[config.mk]
export PLATFORM = sky130hd
export DESIGN_NAME = dual_port_ram_arb_flat
export DESIGN_NICKNAME = d
export VERILOG_FILES = /design/src/rtl/dual_port_ram_arb_if.sv /design/src/rtl/dual_port_ram_arb.sv /design/src/flat_wrapper.sv
export SDC_FILE = /design/constraint.sdc
export NUM_CORES = 1
export LEC_CHECK = 0
export BUFFER_PORTS_ARGS = -buffer_cell sky130_fd_sc_hd__buf_2
export CELL_PAD_IN_SITES_DETAIL_PLACEMENT = 1
export CELL_PAD_IN_SITES_GLOBAL_PLACEMENT = 1
export CORE_MARGIN = 4
export CORE_UTILIZATION = 40
export DETAILED_ROUTE_END_ITERATION = 12
export PLACE_DENSITY_LB_ADDON = 0.1
export SYNTH_ARGS = -nofsm -noshare
export SYNTH_HDL_FRONTEND = slang
export SYNTH_SLANG_ARGS = --single-unit
[constraint.sdc]
create_clock -name clk -period 6.07 [get_ports clk]
set_input_delay 0.3035 -clock clk [delete_from_list [all_inputs] [get_ports clk]]
set_output_delay 0.3035 -clock clk [all_outputs]
set_load 0.1 [all_outputs]
[src/rtl/dual_port_ram_arb_if.sv]
// Port bundle for dual_port_ram_arb: request/response signals of ports A and B.
interface dual_port_ram_arb_if #(
   parameter int unsigned DATA_WIDTH = 32,
   parameter int unsigned BYTE_WIDTH = 8,
   parameter int unsigned ADDR_WIDTH = 4
);
   localparam int unsigned NUM_BYTES = DATA_WIDTH / BYTE_WIDTH;

   logic                  en_a;
   logic                  we_a;
   logic [NUM_BYTES-1:0]  be_a;
   logic [ADDR_WIDTH-1:0] addr_a;
   logic [DATA_WIDTH-1:0] din_a;
   logic [DATA_WIDTH-1:0] dout_a;
   logic                  dvalid_a;

   logic                  en_b;
   logic                  we_b;
   logic [NUM_BYTES-1:0]  be_b;
   logic [ADDR_WIDTH-1:0] addr_b;
   logic [DATA_WIDTH-1:0] din_b;
   logic [DATA_WIDTH-1:0] dout_b;
   logic                  dvalid_b;

   modport master (
      output en_a, we_a, be_a, addr_a, din_a,
      output en_b, we_b, be_b, addr_b, din_b,
      input  dout_a, dvalid_a, dout_b, dvalid_b
   );

   modport slave (
      input  en_a, we_a, be_a, addr_a, din_a,
      input  en_b, we_b, be_b, addr_b, din_b,
      output dout_a, dvalid_a, dout_b, dvalid_b
   );
endinterface

[src/rtl/dual_port_ram_arb.sv]
// dual_port_ram_arb: single-clock true dual-port RAM with byte enables,
// read-first/write-first selection, optional output register, and fixed or
// round-robin arbitration of same-address write collisions. A zero-fill
// sweep runs after every reset. Optional collision counter is built when
// DPRAM_COLL_STATS_EN is defined.
module dual_port_ram_arb #(
   parameter int unsigned DATA_WIDTH    = 32,
   parameter int unsigned BYTE_WIDTH    = 8,
   parameter int unsigned ADDR_WIDTH    = 4,
   parameter bit          PRIORITY_MODE = 1'b0,
   parameter bit          RD_MODE       = 1'b0,
   parameter bit          OUT_REG       = 1'b0
) (
   input  logic                clk,
   input  logic                rst_n,
   dual_port_ram_arb_if.slave  bus,
   output logic                init_done,
   output logic                collision
`ifdef DPRAM_COLL_STATS_EN
   ,
   input  logic                clr_stats,
   output logic [15:0]         coll_cnt
`endif
);
   localparam int unsigned DEPTH     = 2 ** ADDR_WIDTH;
   localparam int unsigned NUM_BYTES = DATA_WIDTH / BYTE_WIDTH;

   if ((DATA_WIDTH % BYTE_WIDTH) != 0) begin : g_bad_width
      $error("DATA_WIDTH must be a multiple of BYTE_WIDTH");
   end

   typedef enum logic {ST_INIT, ST_READY} state_t;

   state_t                state;
   logic [ADDR_WIDTH-1:0] init_ptr;
   logic [DATA_WIDTH-1:0] mem [DEPTH];

   logic                  ready;
   logic                  acc_a, acc_b, wr_a, wr_b;
   logic                  same_addr, coll_c, a_wins, keep_a, keep_b;
   logic                  prio_b;
   logic [DATA_WIDTH-1:0] old_a, old_b, post_a, post_b, rd_a, rd_b;
   logic                  v1_a, v1_b;
   logic [DATA_WIDTH-1:0] d1_a, d1_b;

   // Overlay the enabled bytes of new_w onto old_w.
   function automatic logic [DATA_WIDTH-1:0] merge_bytes(
      input logic [DATA_WIDTH-1:0] old_w,
      input logic [DATA_WIDTH-1:0] new_w,
      input logic [NUM_BYTES-1:0]  be
   );
      logic [DATA_WIDTH-1:0] res;
      res = old_w;
      for (int unsigned i = 0; i < NUM_BYTES; i++) begin
         if (be[i]) res[i*BYTE_WIDTH +: BYTE_WIDTH] = new_w[i*BYTE_WIDTH +: BYTE_WIDTH];
      end
      return res;
   endfunction

   // Init/ready control: zero-fill sweep of one address per cycle after reset.
   always_ff @(posedge clk or negedge rst_n) begin
      if (!rst_n) begin
         state     <= ST_INIT;
         init_ptr  <= '0;
         init_done <= 1'b0;
      end else begin
         case (state)
            ST_INIT: begin
               init_ptr <= init_ptr + ADDR_WIDTH'(1);
               if (init_ptr == ADDR_WIDTH'(DEPTH - 1)) begin
                  state     <= ST_READY;
                  init_done <= 1'b1;
               end
            end
            ST_READY: state <= ST_READY;
            default: begin
               state     <= ST_INIT;
               init_ptr  <= '0;
               init_done <= 1'b0;
            end
         endcase
      end
   end

   // Access decode, collision arbitration and post-write word per port.
   always_comb begin
      ready     = (state == ST_READY);
      acc_a     = ready & bus.en_a;
      acc_b     = ready & bus.en_b;
      wr_a      = acc_a & bus.we_a;
      wr_b      = acc_b & bus.we_b;
      same_addr = (bus.addr_a == bus.addr_b);
      coll_c    = wr_a & wr_b & same_addr;
      a_wins    = PRIORITY_MODE ? ~prio_b : 1'b1;
      keep_a    = wr_a & ~(coll_c & ~a_wins);
      keep_b    = wr_b & ~(coll_c & a_wins);
      old_a     = mem[bus.addr_a];
      old_b     = mem[bus.addr_b];
      post_a    = old_a;
      post_b    = old_b;
      // Only one write survives per address, so at most one merge applies to each word.
      if (keep_a)             post_a = merge_bytes(post_a, bus.din_a, bus.be_a);
      if (keep_b && same_addr) post_a = merge_bytes(post_a, bus.din_b, bus.be_b);
      if (keep_b)             post_b = merge_bytes(post_b, bus.din_b, bus.be_b);
      if (keep_a && same_addr) post_b = merge_bytes(post_b, bus.din_a, bus.be_a);
      rd_a      = RD_MODE ? post_a : old_a;
      rd_b      = RD_MODE ? post_b : old_b;
   end

   // Storage array: sweep writes while initialising, surviving port writes after.
   always_ff @(posedge clk) begin
      if (!ready) begin
         mem[init_ptr] <= '0;
      end else begin
         if (keep_a) mem[bus.addr_a] <= post_a;
         if (keep_b) mem[bus.addr_b] <= post_b;
      end
   end

   // First read stage, collision pulse and round-robin pointer.
   always_ff @(posedge clk or negedge rst_n) begin
      if (!rst_n) begin
         v1_a      <= 1'b0;
         v1_b      <= 1'b0;
         d1_a      <= '0;
         d1_b      <= '0;
         collision <= 1'b0;
         prio_b    <= 1'b0;
      end else begin
         v1_a      <= acc_a;
         v1_b      <= acc_b;
         if (acc_a) d1_a <= rd_a;
         if (acc_b) d1_b <= rd_b;
         collision <= coll_c;
         if (PRIORITY_MODE && coll_c) prio_b <= ~prio_b;
      end
   end

   if (OUT_REG) begin : g_out_reg
      logic                  v2_a, v2_b;
      logic [DATA_WIDTH-1:0] d2_a, d2_b;

      // Second read stage; data only advances with a valid beat so dout holds.
      always_ff @(posedge clk or negedge rst_n) begin
         if (!rst_n) begin
            v2_a <= 1'b0;
            v2_b <= 1'b0;
            d2_a <= '0;
            d2_b <= '0;
         end else begin
            v2_a <= v1_a;
            v2_b <= v1_b;
            if (v1_a) d2_a <= d1_a;
            if (v1_b) d2_b <= d1_b;
         end
      end

      assign bus.dout_a   = d2_a;
      assign bus.dout_b   = d2_b;
      assign bus.dvalid_a = v2_a;
      assign bus.dvalid_b = v2_b;
   end else begin : g_no_out_reg
      assign bus.dout_a   = d1_a;
      assign bus.dout_b   = d1_b;
      assign bus.dvalid_a = v1_a;
      assign bus.dvalid_b = v1_b;
   end

`ifdef DPRAM_COLL_STATS_EN
   // Saturating collision counter; clear takes precedence over increment.
   always_ff @(posedge clk or negedge rst_n) begin
      if (!rst_n) begin
         coll_cnt <= 16'h0;
      end else if (clr_stats) begin
         coll_cnt <= 16'h0;
      end else if (coll_c && (coll_cnt != 16'hFFFF)) begin
         coll_cnt <= coll_cnt + 16'd1;
      end
   end
`endif

endmodule

[src/flat_wrapper.sv]
// flat-port wrapper written by rule: the top's interface ports become plain ports
module dual_port_ram_arb_flat 
#(
   parameter int unsigned DATA_WIDTH    = 32,
   parameter int unsigned BYTE_WIDTH    = 8,
   parameter int unsigned ADDR_WIDTH    = 4,
   parameter bit          PRIORITY_MODE = 1'b0,
   parameter bit          RD_MODE       = 1'b0,
   parameter bit          OUT_REG       = 1'b0
)
  (clk, rst_n, init_done, collision, bus_en_a, bus_we_a, bus_be_a, bus_addr_a, bus_din_a, bus_en_b, bus_we_b, bus_be_b, bus_addr_b, bus_din_b, bus_dout_a, bus_dvalid_a, bus_dout_b, bus_dvalid_b);
  dual_port_ram_arb_if #(.DATA_WIDTH(DATA_WIDTH), .BYTE_WIDTH(BYTE_WIDTH), .ADDR_WIDTH(ADDR_WIDTH)) bus_i ();
  input  logic clk;
  input  logic rst_n;
  output logic init_done;
  output logic collision;
  input wire logic [$bits(bus_i.en_a)-1:0] bus_en_a;
  input wire logic [$bits(bus_i.we_a)-1:0] bus_we_a;
  input wire logic [$bits(bus_i.be_a)-1:0] bus_be_a;
  input wire logic [$bits(bus_i.addr_a)-1:0] bus_addr_a;
  input wire logic [$bits(bus_i.din_a)-1:0] bus_din_a;
  input wire logic [$bits(bus_i.en_b)-1:0] bus_en_b;
  input wire logic [$bits(bus_i.we_b)-1:0] bus_we_b;
  input wire logic [$bits(bus_i.be_b)-1:0] bus_be_b;
  input wire logic [$bits(bus_i.addr_b)-1:0] bus_addr_b;
  input wire logic [$bits(bus_i.din_b)-1:0] bus_din_b;
  output wire logic [$bits(bus_i.dout_a)-1:0] bus_dout_a;
  output wire logic [$bits(bus_i.dvalid_a)-1:0] bus_dvalid_a;
  output wire logic [$bits(bus_i.dout_b)-1:0] bus_dout_b;
  output wire logic [$bits(bus_i.dvalid_b)-1:0] bus_dvalid_b;
  assign bus_i.en_a = bus_en_a;
  assign bus_i.we_a = bus_we_a;
  assign bus_i.be_a = bus_be_a;
  assign bus_i.addr_a = bus_addr_a;
  assign bus_i.din_a = bus_din_a;
  assign bus_i.en_b = bus_en_b;
  assign bus_i.we_b = bus_we_b;
  assign bus_i.be_b = bus_be_b;
  assign bus_i.addr_b = bus_addr_b;
  assign bus_i.din_b = bus_din_b;
  assign bus_dout_a = bus_i.dout_a;
  assign bus_dvalid_a = bus_i.dvalid_a;
  assign bus_dout_b = bus_i.dout_b;
  assign bus_dvalid_b = bus_i.dvalid_b;
  dual_port_ram_arb #(.DATA_WIDTH(DATA_WIDTH), .BYTE_WIDTH(BYTE_WIDTH), .ADDR_WIDTH(ADDR_WIDTH), .PRIORITY_MODE(PRIORITY_MODE), .RD_MODE(RD_MODE), .OUT_REG(OUT_REG)) u_core (.clk(clk), .rst_n(rst_n), .bus(bus_i), .init_done(init_done), .collision(collision));
endmodule
# Word-level counts from Yosys, hierarchy flattened
# Memories as Yosys holds them, arrays and structs flattened.
# Cells that the tools add are included.
[word_totals]
word_cells = 57
mem_bits_rw = 512
memories = 1
ff_bits = 73
in_bits = 86
out_inout_bits = 68
[memory_table]
columns = ["memory", "words", "word_bits", "read_ports", "rd_clocked_by_memory_dff", "write_ports", "line", "rtl"]
rows = [
  ["u_core.mem", 16, 32, 2, 0, 2, "dual_port_ram_arb.sv:36", "logic [DATA_WIDTH-1:0] mem [DEPTH];"],
]
[op_classes]
add_sub_neg = 1
eq_ne = 2
n_bitwise = 9
n_reduce_logical = 4
n_mux = 32
[ops]
columns = ["cell", "count"]
rows = [
  ["32-bit two-way mux", 5],
  ["8-bit two-way mux", 16],
  ["32-bit OR reduction", 1],
  ["1-bit two-way mux", 9],
  ["1-bit AND", 7],
  ["4-bit by 1-bit adder with 4-bit output, second input constant", 1],
  ["4-bit equality test", 1],
  ["4-bit equality test, second input constant", 1],
  ["4-bit two-way mux", 1],
  ["1-bit logical AND", 2],
  ["1-bit inverter", 2],
  ["1-bit one-hot mux with 2 select lines", 1],
  ["2-bit AND reduction", 1],
]

# Depth between registers and ports, before layout
# Gate-level depths: netlist of run 1.
[depth]
depth_word = 9
ltp_mapped = 11
ltp_nobuf = 6

# Worst setup path before layout of run 1
# No wires, ideal clock.
[synth_path]
path_kind = "input to register"
from = "input port bus_addr_a[1]"
to = "memory u_core.mem[7][0], enable pin"
n_path_buf = 4
setup_time_ns = 0.466
required_time_ns = 5.604
cell_stages = 8
path_slack_ns = 1.618
arrival_ns = 3.986
path_cell_list = "buf_6 -> buf_4 -> buf_2 -> buf_1 -> nand2_1 -> o21ai_0 -> nand2_1 -> o21ai_0"
[synth_rtl]
columns = ["item", "line", "rtl"]
rows = [
  ["start: declaration", "flat_wrapper.sv:20", "input wire logic [$bits(bus_i.addr_a)-1:0] bus_addr_a;"],
  ["end: declaration", "dual_port_ram_arb.sv:36", ""],
]

==> results.json, run 1 <==
{
  "status": "finished clean",
  "yosys-top-cells-area": "edfxtp_1, mux4_2, a21oi_2",
  "cts_tree": "built",
  "grt_pass1_wl_um": 190000,
  "die_h_um": 304,
  "yosysWarnings": 0,
  "die_w_um": 304,
  "synth_top_family_by_area": "multiplexers",
  "fin_setup_tns_ns": 0,
  "cp-end-kind": "flop",
  "place_congestion": 0.857,
  "synth_xor_area_share_pct": 0.196,
  "grt_overflow": 0,
  "gr-usage-all-layers_pct": 28.0,
  "synth_compound_gate_area_share_pct": 17.6,
  "required_ns": 6.36,
  "fmax_mhz": 218,
  "synth_top_area_share_pct": 43.9,
  "muxShareOfSynthArea_pct": 19.9,
  "cp.arrival_ns": 4.88,
  "initial_core_util_pct": 40.3,
  "cts-htree-levels": 3,
  "n_antenna_cell": 0,
  "row_count": 108,
  "hold_class": "primary input to flop",
  "postLayoutSetupSlackWorst_ns": 1.48,
  "clk_latency_ns": 0.61,
  "grt_pass1_vias": 25600,
  "firstDrtPassIters": 6,
  "numCtsBuffers": 72,
  "layout_min_cycle_time_ns": 4.59,
  "drt-total-wl_um": 132000,
  "route.vias.total": 24900,
  "ys_seq_elements": 585,
  "initialDrtViolationCount": 3027,
  "setup-violations-final": 0,
  "critPathTopFamily": "simple AND/OR/NAND/NOR gates",
  "synth.distinct_cells": 53,
  "ios": 154,
  "cts.sinks": 585,
  "synthArstFlopShare_pct": 12.5,
  "antenna_found_initial": 1,
  "rsz0062_at_grt": "false",
  "slew_violations": 0,
  "grt_max_degree": 94,
  "place.detailed.hpwl_um": 79800,
  "clk_pin_slew_ns": 0.06,
  "seq_area_frac_synth_pct": 49.1,
  "finalCritPeriodShare_pct": 75.6,
  "fin_nets": 2776,
  "synthAdderAreaFrac_pct": 0.0357,
  "placed_area_um2": 36300,
  "synth-edff-count": 512,
  "post_drt_wl_per_cell_um": 33.8,
  "yosys.area_share.simple_pct": 8.03,
  "critPathKind": "flop to flop",
  "fp.coreArea_um2": 86900,
  "power.total_uw": 10700,
  "p_per_area_nw_per_um2": 278,
  "yosysTopAreaCell": "edfxtp_1",
  "power_leakage_uw": 0.0128,
  "finalHoldViolations": 0,
  "slowest_stage": "and3_1",
  "crit_fanout": 16,
  "drv_cap": 0,
  "layout-drive-gt1-share_pct": 37.0,
  "ant_nets": 0,
  "most-common-layout-cells": "edfxtp_1, nor2_1, a21oi_2, mux4_2, nand2_1",
  "slowest_delay_ns": 1.07,
  "worstMarginPinSlew_ns": 1.30,
  "relSlewSlack_pct": 13.1,
  "post-place-ws_ns": 1.58,
  "crit_path_cell_trace": "nand3_1 > nor2_2 > and3_1 > nor3_1 > a221oi_4 > o21ai_0",
  "postLayoutCellArea_um2": 38500,
  "viasPerCell": 6.38,
  "syn_area_per_cell_um2": 13.0,
  "synthesis.nets": 2785,
  "die-area_um2": 92400,
  "post-route-util_pct": 44.4,
  "synth_area_um2": 35000,
  "portBuffers": 153,
  "drc": 0,
  "mostFrequentLayoutCell": "edfxtp_1",
  "cp.buffers_inverters": 0,
  "start_kind": "flop",
  "syn2layout_area_growth_pct": 10.0,
  "clk_path_buf_depth": 3,
  "root_buffer": "clkbuf_16",
  "synthCells": 2698,
  "fin_skew_ns": 0.0233,
  "irDropWorstVdd_mv": 0.180,
  "synth_flop_cell": "edfxtp_1"
}
==> worst paths after layout <==
path | depth (start not counted) | startpoint | slack, ns | to
min in group asynchronous | 2 | rst_n | 0.28 | u_core.bus.dvalid_b
setup reg to reg | 6 | u_core.ready | 1.48 | u_core.mem[11][26]
hold / removal | 3 | bus_din_b[29] | 0.21 | u_core.mem[9][29]
max in group asynchronous | 3 | rst_n | 4.54 | u_core.bus.dout_a[16]
setup / recovery | 6 | u_core.ready | 1.48 | u_core.mem[11][26]
hold reg to reg | 2 | u_core.bus.dout_b[25] | 0.48 | u_core.bus.dout_b[25]
==> layer usage <==
layer / routed length (µm) / GRT usage [%] / vias up
met4: 3460 / 7.65 / 0
met5: 0 / 0 / -
met2: 63200 / 46.4 / 1132
met1: 55100 / 38.7 / 13200
li1: - / - / 10400
met3: 10000 / 4.46 / 194
==> worst min-delay path, stage by stage <==
cell	delay, ns
buf_2	0.10
a221oi_4	0.14
a21oi_1	0.16
==> cell families (layout without fill, tap and decap cells) <==
kind of cell | count (synthesis) | count (layout)
adder cells (fa/ha/maj) | 1 | 1
XOR/XNOR | 7 | 7
AND/OR/NAND/NOR | 697 | 697
AO/OA/AOI/OAI | 731 | 731
flip-flops | 585 | 585
multiplexers | 370 | 370
buffers and inverters | 307 | 357
==> report_power, final <==
group / switching (µW) / internal (µW) / total, µW / leakage [µW]
registers: 59.3 / 4510 / 4570 / 0.00565
logic: 1410 / 553 / 1960 / 0.00603
clock network: 1770 / 2400 / 4160 / 0.00107
total: 3240 / 7460 / 10700 / 0.0128
==> Yosys cell counts, drive strengths merged, types with 2 or more instances <==
cell type / n
nand2: 225
xor2: 4
clkinv: 3
nor3b: 2
nor2: 380
a21oi: 372
nand4: 3
nor4: 4
nand3: 14
o21bai: 11
mux2i: 89
a31oi: 3
o22ai: 23
a31o: 24
inv: 3
nor2b: 5
xnor2: 3
o221ai: 8
mux4: 256
nor3: 34
nand3b: 3
a211oi: 8
dfrtp: 73
or3: 6
mux2: 25
clkbuf: 107
o21ai: 182
edfxtp: 512
a22o: 32
and3: 18
a221oi: 64
buf: 194
a311o: 2
==> stage by stage <==
| stage | std cells | hold WS (ns) |
|---|---|---|
| final | 3903 | 0.211 |
| after CTS | 3903 | 0.174 |
| after detailed placement | 3769 | 0.336 |
| after floorplan | 2698 | 0.00791 |
| after global placement | 3769 | 0.324 |
| after global routing | 3903 | 0.212 |
==> registers in the layout (all words and copies together) (netlist names) <==
name and cells:
u_core.init_ptr 4, u_core.bus.dout_b 32, u_core.bus.dvalid_a 1, u_core.init_done 1
u_core.bus.dvalid_b 1, u_core.ready 1, u_core.mem 512, u_core.collision 1
u_core.bus.dout_a 32
==> final cells by class <==
type                    instances  area (µm²)
inverters                       6        22.5
repair buffers                218        1300
fillers                      8894       48300
multi-input cells            1806       16400
clock inverters                28         195
clock buffers                 105        2020
flip-flops and latches        585       17200
well taps                    1155        1450
==> repair_timing <==
item | 4_1_cts | 5_1_grt
resized for setup | 0 | 0
hold buffers | 1 | 0
setup buffers | 0 | 0
endpoints found under the hold margin | 29 | 0
(Power assumes the default switching activity.)
==> run 2, diff against run 1 <==
Clock period 6.07 ns to 3.75 ns, I/O delays scaled along.
==> run 2 against run 1 <==
Compared with the run above:
- worst setup slack worse by 0.97 ns
- largest cell class unchanged
- sequential power up 62%
- maximum frequency up 41%
- power up 67%
- clock power up 71%
- global-route usage up 0.97 points
- die area unchanged
- sequential share of layout area down 1.5 points
- non-clock buffer count up 105
- via count up 3.1%
==> results.json, run 2 (synthesis results as in run 1) <==
{
  "status": "finished clean",
  "layout_min_cycle_time_ns": 3.25,
  "die_w_um": 304,
  "p_per_area_nw_per_um2": 447,
  "clockPowerShare_pct": 39.9,
  "row_count": 108,
  "die-area_um2": 92400,
  "reg2regPathDepth": 9,
  "fin_setup_tns_ns": 0,
  "grt_overflow": 0,
  "required_ns": 4.08,
  "grt_pass1_vias": 26600,
  "finalCritPeriodShare_pct": 86.5,
  "route.vias.total": 25700,
  "crit_fanout": 16,
  "most-common-layout-cells": "edfxtp_1, nor2_1, a21oi_2, mux4_2, nand2_1",
  "fillers": 8860,
  "top_register": "u_core.mem",
  "place_congestion": 0.862,
  "r2r-end": "u_core.mem[13][30]",
  "numCtsBuffers": 72,
  "firstDrtPassIters": 5,
  "die_h_um": 304,
  "finalHoldViolations": 0,
  "post_drt_wl_per_cell_um": 34.1,
  "relSlewSlack_pct": 15.3,
  "postCtsSetupBuffers": 0,
  "p_seq_share_pct": 41.4,
  "initialDrtViolationCount": 2660,
  "worst-r2r-setup-slack_ns": 0.50,
  "initial_core_util_pct": 40.3,
  "cts-htree-levels": 3,
  "grt_max_degree": 66,
  "worstMarginPinSlew_ns": 1.27,
  "cts.sinks": 585,
  "cts_resized": 0,
  "fin_skew_ns": 0.0280,
  "antenna_found_initial": 3,
  "p_int_uw": 12500,
  "mostFrequentLayoutCell": "edfxtp_1",
  "portBuffers": 153,
  "clk_latency_ns": 0.63,
  "place.detailed.hpwl_um": 84100,
  "fmax_mhz": 308,
  "setup.worst_path.end": "u_core.mem[13][30]",
  "drv_cap": 0,
  "cts_tree": "built",
  "largest_reg_flops": 512,
  "critPathKind": "flop to flop",
  "hold_class": "primary input to flop",
  "dp.cells": 3873,
  "clk_pin_slew_ns": 0.06,
  "fp.coreArea_um2": 86900,
  "cp-end-kind": "flop",
  "grt_pass1_wl_um": 195000,
  "layout-drive-gt1-share_pct": 39.6,
  "swShare_pct": 29.9,
  "viasPerCell": 6.41,
  "ant_nets": 0,
  "drc": 0,
  "cp.arrival_ns": 3.57,
  "start_kind": "flop",
  "irDropWorstVdd_mv": 0.307,
  "root_buffer": "clkbuf_16",
  "worstSetupStartpoint": "u_core.ready",
  "setup-violations-final": 0,
  "switchingPower_uw": 5340,
  "power_leakage_uw": 0.0135,
  "hold_slack_ns": 0.0415,
  "drt-total-wl_um": 137000,
  "gr-usage-all-layers_pct": 29.0,
  "ios": 154,
  "fin_nets": 2881,
  "slew_violations": 0,
  "worstReg2RegStart": "u_core.ready",
  "rsz0062_at_grt": "false",
  "syn2layout_area_growth_pct": 13.9,
  "combPwrFrac_pct": 18.7,
  "layout.cells.non_filler": 4007,
  "clk_path_buf_depth": 3,
  "power.total_uw": 17800
}
## run 2: cell count changes in the layout (fill, tap and decap cells not counted), sizes merged
cell / delta
bufinv: +5
inv: -3
clkbuf: -5
dlygate4sd3: +1
buf: +104
diode: +1
clkinv: +2
clkinvlp: -1
## run 2: power groups by stage
stage | Clock (µW) | Sequential (µW) | Combinational (µW)
finish | 7120 | 7390 | 3330
global route | 7510 | 7410 | 3510
CTS | 7240 | 7390 | 3330
detailed placement | 0 | 7530 | 3330
global placement | 0 | 7510 | 3250
floorplan | 0 | 8230 | 1750
## run 2: worst min path at each step
stage                             start                     to  slack (ns)  depth (start not counted)
after floorplan                   rst_n   u_core.bus.dout_a[0]       -0.11                          0
after global placement            rst_n   u_core.bus.dout_b[1]        0.38                          1
after detailed placement          rst_n  u_core.bus.dout_a[26]        0.42                          1
after CTS                 bus_din_a[25]      u_core.mem[8][25]        0.02                          3
after global routing      bus_din_a[25]      u_core.mem[8][25]        0.07                          3
final                     bus_din_a[25]      u_core.mem[8][25]        0.04                          3
## run 2: area by class of cell
class	count	area [µm²]	share of cell area (%)
inverters	6	22.5	0.0564
clock inverters	31	345	0.865
clock buffers	100	2000	5.01
flip-flops and latches	585	17200	43.1
repair buffers	323	2540	6.38
diodes	1	2.50	0.00627
multi-input cells	1806	16400	41.0
well taps	1155	1450	3.62
## run 2: stage by stage
step,instance area [µm²],util (%),setup slack (ns)
2_1_floorplan,35000,-,-0.475
3_3_place_gp,37500,43.2,0.359
3_5_place_dp,37500,43.2,0.311
4_1_cts,39900,45.9,0.537
5_1_grt,39900,45.9,0.402
6_report,39900,45.9,0.505
## run 2: repair_timing
| item | 4_1_cts | 5_1_grt |
|---|---|---|
| endpoints found under the hold margin | 59 | 0 |
| setup endpoints to repair | 0 | 0 |
| hold buffers | 2 | 0 |
## run 2: metal layers
metal	vias to the layer above	part of all wire, %	global-route usage [%]
met2	1198	48	47.9
met5	-	0	0
li1	10600	-	-
met3	279	7.1	4.77
met1	13600	41	39.2
met4	0	3.9	9.81
## run 2: worst max-delay path, stage by stage, from the launching register on
cell,delay [ns]
dfrtp_1,0.49
nand3_1,0.30
nor2_2,0.17
buf_4,0.27
and3_1,0.67
buf_4,0.30
nor3_1,0.09
a221oi_4,0.21
buf_4,0.30
o21ai_0,0.15
==> run 3, diff against run 2 <==
Clock period 3.75 ns to 4.2 ns, I/O delays scaled along.
==> run 3 against run 2 <==
Compared with the run above:
- power shrank 14%
- largest power group unchanged
- non-clock buffer count decreased by 33
- hold slack better by 0.079 ns
==> results.json, run 3 (synthesis results as in run 1) <==
{
  "portBuffers": 153,
  "hold_class": "primary input to flop",
  "mostFrequentLayoutCell": "edfxtp_1",
  "cts_tree": "built",
  "post_drt_wl_per_cell_um": 34.3,
  "drt-total-wl_um": 136000,
  "hold_slack_ns": 0.121,
  "setup-violations-final": 0,
  "drv_cap": 0,
  "fmax_mhz": 300,
  "place_congestion": 0.816,
  "fin_nets": 2846,
  "grt_pass1_vias": 26300,
  "fp.coreArea_um2": 86900,
  "most-common-layout-cells": "edfxtp_1, nor2_1, a21oi_2, mux4_2, nand2_1",
  "layout-drive-gt1-share_pct": 38.8,
  "worstMarginPinSlew_ns": 1.07,
  "layout_min_cycle_time_ns": 3.33,
  "die_h_um": 304,
  "finalCritPeriodShare_pct": 79.2,
  "top_register": "u_core.mem",
  "syn2layout_area_growth_pct": 12.3,
  "placed_area_um2": 37200,
  "clk_path_buf_depth": 3,
  "numCtsBuffers": 70,
  "post-place-ws_ns": 0.630,
  "rsz0062_at_grt": "false",
  "initialDrtViolationCount": 2660,
  "largest_reg_flops": 512,
  "row_count": 108,
  "required_ns": 4.51,
  "viasPerCell": 6.41,
  "grt_pass1_wl_um": 195000,
  "cts_resized": 0,
  "firstDrtPassIters": 6,
  "crit_fanout": 16,
  "ios": 154,
  "place.detailed.hpwl_um": 80000,
  "grt_overflow": 0,
  "gr-usage-all-layers_pct": 28.9,
  "fin_setup_tns_ns": 0,
  "fin_skew_ns": 0.0182,
  "postLayoutSetupSlackWorst_ns": 0.872,
  "grt_max_degree": 84,
  "relSlewSlack_pct": 29.0,
  "start_kind": "flop",
  "cp-end-kind": "flop",
  "die_w_um": 304,
  "critPathKind": "flop to flop",
  "postLayoutCellArea_um2": 39300,
  "route.vias.total": 25400,
  "irDropWorstVdd_mv": 0.321,
  "clk_pin_slew_ns": 0.07,
  "cts-htree-levels": 3,
  "cts.sinks": 585,
  "status": "finished clean",
  "root_buffer": "clkbuf_16",
  "clk_latency_ns": 0.62,
  "initial_core_util_pct": 40.3,
  "antenna_found_initial": 1,
  "slew_violations": 0,
  "finalHoldViolations": 0,
  "ant_nets": 0,
  "cp.arrival_ns": 3.63,
  "p_per_area_nw_per_um2": 392,
  "power_leakage_uw": 0.0132,
  "drc": 0,
  "die-area_um2": 92400
}
==> run 3: cell types whose count changed in the layout (fill, tap and decap cells not counted), sizes merged <==
cell         change
clkinvlp         -1
dlygate4sd3      -1
clkinv           -2
inv              +3
bufinv           -4
buf             -32
clkbuf           -7
==> run 3: metal layers <==
| layer | vias up | part of all wire (%) | global-route usage, % |
|---|---|---|---|
| met5 | - | 0.0088 | 0 |
| met4 | 2 | 3.3 | 9.37 |
| met3 | 253 | 7.5 | 4.48 |
| met2 | 1207 | 48 | 48.1 |
| met1 | 13400 | 41 | 39.0 |
| li1 | 10500 | - | - |
==> run 3: final timing paths <==
kind | startpoint | cells past startpoint | slack [ns] | endpoint
setup / recovery | u_core.ready | 7 | 0.87 | u_core.mem[13][17]
setup reg to reg | u_core.ready | 7 | 0.87 | u_core.mem[13][17]
hold / removal | bus_din_b[8] | 3 | 0.12 | u_core.mem[4][8]
max in group asynchronous | rst_n | 3 | 2.92 | u_core.bus.dout_a[3]
hold reg to reg | u_core.bus.dout_a[29] | 2 | 0.47 | u_core.bus.dout_a[29]
min in group asynchronous | rst_n | 2 | 0.36 | u_core.bus.dvalid_a
==> run 3: final cells by class <==
cell class,instances,area (µm²)
Antenna cell,1,2.50
Clock buffer,93,1890
Clock inverter,27,213
Fill cell,8809,47500
Inverter,6,22.5
Multi-Input combinational cell,1806,16400
Sequential cell,585,17200
Tap cell,1155,1450
Timing Repair Buffer,290,2220
==> run 3: timing repair <==
| action | CTS | global route |
|---|---|---|
| endpoints found under the hold margin | 52 | 0 |
| setup buffers | 0 | 0 |
| hold buffers | 1 | 0 |
==> run 3: where the power goes <==
part	switching, µW	internal, µW	leakage (µW)
sequential	88.0	6520	0.00565
combinational	2080	872	0.00649
clock	2540	3340	0.00104
==> run 3: metrics by stage <==
step / std cells / total power [µW] / utilization, %
after floorplan: 2698 / 8910 / -
after detailed placement: 3841 / 9670 / 42.8
after global placement: 3841 / 9600 / 42.8
final: 3963 / 15400 / 45.3
after CTS: 3962 / 15500 / 45.3
after global routing: 3962 / 15900 / 45.3
==> run 3: critical path, stage by stage (launching register included) <==
cell and delay [ns]:
dfrtp_1 0.34, buf_4 0.18, nand3_1 0.14, nor2_2 0.42
and3_1 0.75, nor3_1 0.19, a221oi_4 0.76, o21ai_0 0.23
